==> src/rtl/spm_seq.sv <==
// spm_seq: control and data sequencer for a serial-parallel carry-save multiplier array.
// It accepts one signed operand pair, holds x on the array's parallel input and flushes
// the array. It then streams sign-extended y LSB-first and collects the serial product
// into a 2*SIZE-bit result.
module spm_seq #(
    parameter int SIZE = 32,
    parameter int LAT  = 1
) (
    input  logic                     clk,
    input  logic                     rst,
    input  logic                     in_valid,
    output logic                     in_ready,
    input  logic signed [SIZE-1:0]   in_x,
    input  logic signed [SIZE-1:0]   in_y,
    output logic                     out_valid,
    input  logic                     out_ready,
    output logic signed [2*SIZE-1:0] out_p,
    output logic                     busy,
    output logic signed [SIZE-1:0]   spm_x,
    output logic                     spm_y,
    output logic                     spm_clr,
    input  logic                     spm_p
);
    localparam int PW    = 2 * SIZE;
    localparam int TOTAL = PW + LAT;
    localparam int CNT_W = $clog2(TOTAL + 1);

    // Last SHIFT count value and first count at which spm_p carries a product bit.
    localparam logic [CNT_W-1:0] CNT_LAST = CNT_W'(TOTAL - 1);
    localparam logic [CNT_W-1:0] CNT_LAT  = CNT_W'(LAT);

    typedef enum logic [1:0] {
        IDLE  = 2'd0,
        CLEAR = 2'd1,
        SHIFT = 2'd2,
        DONE  = 2'd3
    } state_t;

    state_t                 state;
    state_t                 state_nxt;
    logic signed [SIZE-1:0] y_sr;
    logic signed [PW-1:0]   prod;
    logic [CNT_W-1:0]       cnt;

    // State register; reset aborts any operation in flight.
    always_ff @(posedge clk or posedge rst) begin
        if (rst) begin
            state <= IDLE;
        end else begin
            state <= state_nxt;
        end
    end

    // Next-state and handshake/array strobes, decoded from state and registers only.
    always_comb begin
        state_nxt = state;
        in_ready  = 1'b0;
        busy      = 1'b1;
        out_valid = 1'b0;
        spm_clr   = 1'b0;
        spm_y     = 1'b0;
        case (state)
            IDLE: begin
                in_ready = 1'b1;
                busy     = 1'b0;
                if (in_valid) begin
                    state_nxt = CLEAR;
                end
            end
            CLEAR: begin
                spm_clr   = 1'b1;
                state_nxt = SHIFT;
            end
            SHIFT: begin
                spm_y = y_sr[0];
                if (cnt == CNT_LAST) begin
                    state_nxt = DONE;
                end
            end
            DONE: begin
                out_valid = 1'b1;
                if (out_ready) begin
                    state_nxt = IDLE;
                end
            end
            default: begin
                state_nxt = IDLE;
            end
        endcase
    end

    // Operand capture, y serialisation, SHIFT counter and product deserialisation.
    // The arithmetic shift of y replicates its sign bit, so the upper SIZE bits sent
    // are sign extension. The first LAT samples of spm_p precede any product bit and
    // are skipped.
    always_ff @(posedge clk or posedge rst) begin
        if (rst) begin
            spm_x <= '0;
            y_sr  <= '0;
            prod  <= '0;
            cnt   <= '0;
        end else begin
            case (state)
                IDLE: begin
                    if (in_valid) begin
                        spm_x <= in_x;
                        y_sr  <= in_y;
                    end
                end
                CLEAR: begin
                    cnt <= '0;
                end
                SHIFT: begin
                    y_sr <= y_sr >>> 1;
                    cnt  <= cnt + CNT_W'(1);
                    if (cnt >= CNT_LAT) begin
                        prod <= {spm_p, prod[PW-1:1]};
                    end
                end
                default: begin
                end
            endcase
        end
    end

    assign out_p = prod;

endmodule

==> config.mk <==
export PLATFORM = sky130hd
export DESIGN_NAME = spm_seq
export DESIGN_NICKNAME = d
export VERILOG_FILES = /design/src/rtl/spm_seq.sv
export SDC_FILE = /design/constraint.sdc
export NUM_CORES = 1
export LEC_CHECK = 0
export CORE_MARGIN = 10
export CORE_UTILIZATION = 51
export DETAILED_ROUTE_END_ITERATION = 16
export PLACE_DENSITY = 0.86
export SKIP_CTS_REPAIR_TIMING = 1
export SKIP_LAST_GASP = 1
export SYNTH_ARGS = -nofsm -noshare
export SYNTH_HDL_FRONTEND = slang
export SYNTH_SLANG_ARGS = --single-unit
==> constraint.sdc <==
create_clock -name clk -period 5.9 [get_ports clk]
set_input_delay 0.59 -clock clk [delete_from_list [all_inputs] [get_ports clk]]
set_output_delay 0.59 -clock clk [all_outputs]
set_load 0.05 [all_outputs]
Yosys cells after proc, flatten, opt, wreduce, memory -nomap -nowiden
Cells that the tools add are included.
{"block": "word_totals", "reg_bits": 137, "in_bits": 69, "out_inout_bits": 101, "word_cells": 36}
{"block": "op_classes", "n_addsub": 1, "n_lt_le_gt_ge": 1, "n_eq_ne": 7, "n_mux": 12, "bitwise": 1, "reduce_logical": 8}
{"op": "32-bit one-hot mux with 2 select lines", "n": 1}
{"op": "32-bit two-way mux", "n": 1}
{"op": "7-bit one-hot mux with 2 select lines", "n": 1}
{"op": "2-bit one-hot mux with 4 select lines", "n": 1}
{"op": "7-bit by 1-bit adder with 7-bit output, second input constant", "n": 1}
{"op": "7-bit == test, second input constant", "n": 1}
{"op": "7-bit by 1-bit >= comparator with 1-bit output, second input constant", "n": 1}
{"op": "2-bit two-way mux", "n": 3}
{"op": "2-bit inequality test, second input constant", "n": 3}
{"op": "2-bit AND reduction", "n": 3}
{"op": "3-bit AND reduction", "n": 2}
{"op": "1-bit two-way mux", "n": 5}
{"op": "2-bit == test, second input constant", "n": 2}
{"op": "2-bit nonzero test", "n": 2}
{"op": "2-bit by 1-bit == test with 1-bit output, second input constant", "n": 1}
{"op": "2-bit logical NOT", "n": 1}
{"op": "1-bit NOT", "n": 1}

Logic depth before layout (Yosys ltp)
{"block": "depth", "depth_word": 3, "ltp_mapped": 7, "ltp_nobuf": 6}

Least setup slack after synthesis
Ideal clock, no wire load.
{"block": "synth_timing", "path_kind": "register -> register", "start": "reg state[0]", "end": "reg y_sr[29]", "setup_ns": 0.083, "arrival_time_ns": 2.223, "required_time_ns": 5.817, "path_slack_ns": 3.593, "stages_incl_launch_ff": 8, "path_buffers": 1, "path_cell_list": "dfrtp_1 -> inv_1 -> ha_1 -> inv_1 -> a21boi_1 -> clkbuf_1 -> nand2_1 -> o21ai_0"}
{"block": "synth_via", "elab_chain_len": 3, "word_cells_on_any_way": 6, "cone_classes": "eq/ne (2); mux (1); reduce/logical (3)"}
{"element": "start, declared", "line": "39", "rtl": "state_t state;"}
{"element": "start signal, assigned", "line": "50", "rtl": "state <= state_nxt;"}
{"element": "2-bit == test / 2-bit logical NOT (equally long branches)", "line": "103", "rtl": "case (state)"}
{"element": "2-bit nonzero test (no source line) / 2-bit inequality test (equally long branches)"}
{"element": "2-bit AND reduction (no source line)"}
{"element": "end signal, assigned", "line": "107", "rtl": "y_sr <= in_y;"}
{"element": "end signal, assigned", "line": "114", "rtl": "y_sr <= y_sr >>> 1;"}
{"element": "end, declared", "line": "41", "rtl": "logic signed [SIZE-1:0] y_sr;"}
Several ways; a longest one is shown, not always the timed one. The select of a mux whose other input is x is not followed.
A chain may end at the register's enable or synchronous reset.

Final worst setup path
{"block": "layout_timing", "start": "reg state[0]", "end": "out spm_y"}
{"block": "layout_via", "elab_chain_len": 2}
{"element": "2-bit == test", "line": "62", "rtl": "case (state)"}
{"element": "1-bit two-way mux", "line": "62"}
{"element": "end, declared", "line": "20", "rtl": "output logic spm_y,"}
No other way between the ends.

==> results.md <==
* Nets at between 600 and 700
* Post-Syn Instances at 403
* Worst setup SP type: flip-flop
* Via-to-Cell Ratio at roughly 5.1
* Row cnt at 38
* Reg2Reg Launch Point: state[0]
* Die X at roughly 120 µm
* Filler Cell Count at 680
* DR vias at 3720
* Critical path required time at between 5 and 6 ns
* Clock root cell: clkbuf_8
* Buffers on Ports at about 170
* Largest net degree at the start of global routing at 80
* DRT Pass-1 Iters at 5
* Synthesized area per cell at between 10 and 15 µm²
* Sink Count at 137
* Synth Warn # at 0
* Grt total ovfl at 0
* Worst slew pin tran at around 1.2 ns
* Final Hold Vio Count at 0
* Register bit total from synthesis at 137
* Max Cap Viol at 0
* Peak supply drop at approximately 280 µV
* # diodes at 0
* Cell taking the most area after synthesis: dfrtp_1
* Global-route wire length before repair at between 20000 and 25000 µm
* Initial Util at 0.520
* Post-Syn Area at roughly 0.0056 mm²
* CTS tree: done
* DRT Wirelength at 13000 µm
* Setup TNS at 0 ns
* Inserted Clock Buffers at 17
* R2r setup slk at 3.19 ns
* Clock Skew at roughly 0.0056 ns
* Post-DP HPWL at a little over 9000 µm
* Synth unique cells at 26
* Period utilization at 0.515
* FF-to-FF path depth at 6
* Crit path capture type: output pin
* Largest cells by area after synthesis: dfrtp_1, mux2_2, mux2i_1
* Hold_ws at slightly below 0.5 ns
* PD cells at around 280 mW/mm²
* Most frequent cells in the layout: clkdlybuf4s50_1, dfrtp_1, mux2_2, nand2_1, o21ai_0
* Crit Path Category: reg -> out
* Rel. slew slack at 0.183
* Hold EP: y_sr[9]
* Hold Crit Start: y_sr[9]
* Final min period at 3.04 ns
* Placed cell areas at approximately 0.0074 mm²
* Largest fanout on the critical path at 12
* Skew-Pair Late Insertion Delay at about 0.52 ns
* Top Ports at 170
* Detailed Route Iter0 Violations at ~210
* Chip height at 125 µm
* Worst R2R End: y_sr[7]
* WL per Instance at approximately 18 µm
* H-tree depth at 4
* Outcome: completed
* Worst hold-check path type: reg -> reg
* Final setup violation count at 0
* Fin area at around 0.0080 mm²
* Final Max Slew Viols at 0
* Synth top area share at 0.611
* Share of layout cells above drive strength 1 at 0.223
* Clock Tree Buf Depth at 2
* Initial antenna violation count at 0
* Post-synth net total at 480
* Commonest non-fill, non-tap cell in the layout: clkdlybuf4s50_1
* Sequential area share after synthesis at 0.611
* Critical Path AT at 2.45 ns
* Max Clk Rate at 329 MHz
* Vias in the first global route at slightly above 4k
* Die Area at approximately 0.016 mm²
* Core area at 0.0108 mm²
* RSZ-0062 raised after global routing: no
* GRT Overall Usage at 0.169
* Final Wtd Congestion at ~0.72
* Reg clk slew, reported paths at around 0.060 ns
* Area delta synth->final at 42.8%
* Routed Antenna Nets at 0
* Leak Pwr at ~3.8 nW
* Hold Crit Depth at 2
* Number of remaining DRC errors at 0
## layout make-up
cell class                 instances  area, µm²  area share
clock buffer                      24        500      0.0624
clock inverter                     7        113      0.0140
inverter                           9       36.3     0.00452
multi-input combinational        237       2050       0.255
timing repair buffer             173       1720       0.215
tap                              140        175      0.0218
sequential                       137       3430       0.427
## sequential cells by signal (all words and copies together), names as in the netlist
| register | count |
|---|---|
| out_p | 64 |
| spm_x | 32 |
| y_sr | 32 |
| cnt | 7 |
| state | 2 |
## cells by family after synthesis
logic type / synth area share
compound gates: 0.0470
fa+ha+maj: 0.0178
buf+inv: 0.0274
flops: 0.611
mux: 0.257
simple gates: 0.0403
## cell usage after synthesis
| library cell | instances |
|---|---|
| mux2i_1 | 35 |
| dfrtp_1 | 137 |
| inv_1 | 9 |
| ha_1 | 8 |
| or4_1 | 1 |
| nand2b_1 | 1 |
| nand2_1 | 36 |
| mux2_1 | 5 |
| o2bb2ai_1 | 2 |
| buf_1 | 4 |
| and3_1 | 1 |
| a21boi_1 | 1 |
| o21ai_4 | 1 |
| o22ai_1 | 1 |
| o21ai_0 | 36 |
| mux2_2 | 92 |
| buf_6 | 6 |
| and2_1 | 1 |
| a22o_1 | 3 |
| nand4_1 | 1 |
| or4_4 | 1 |
| o32a_1 | 1 |
| nor2_1 | 3 |
| clkbuf_1 | 10 |
| nor2b_1 | 1 |
| nand3_1 | 6 |
## worst max-delay path by stage
stage                     startpoint        to  slack [ns]  cells past startpoint
after global placement      in_valid   y_sr[6]        3.04                      5
after detailed placement    in_valid  y_sr[28]        2.94                      5
final                       state[0]     spm_y        2.86                      4
after CTS                   state[0]     spm_y        2.82                      4
after global routing        state[0]     spm_y        2.74                      4
after floorplan                  rst    cnt[0]        1.64                      1
## routing by layer
layer,part of all wire,routed length (µm),vias up,track usage
li1,-,-,1758,-
met1,0.40,5280,1801,0.186
met2,0.47,6110,143,0.269
met3,0.11,1430,18,0.0934
met4,0.017,224,0,0.0657
met5,0,0,-,0
## critical path: stages, from the launching register on
cell and delay (ns):
dfrtp_1 0.42, inv_1 0.13, ha_2 0.40, and2_1 0.18, clkdlybuf4s50_1 0.80
## per-stage QoR
stage	utilization	setup slack, ns	total power [mW]	cells
finish	0.743	2.86	2.23	727
global route	0.743	2.74	2.31	727
CTS	0.743	2.82	2.25	727
detailed placement	0.686	2.94	1.17	696
global placement	0.686	3.04	1.17	696
floorplan	-	1.64	1.07	403
## where the power goes
group / internal (mW) / leakage [nW] / switching [mW] / total (mW)
logic: 0.0804 / 1.69 / 0.0993 / 0.180
clock network: 0.707 / 0.303 / 0.370 / 1.08
registers: 0.958 / 1.78 / 0.0135 / 0.971
total: 1.75 / 3.78 / 0.483 / 2.23
Note: power is estimated with default switching activity, not from simulation.
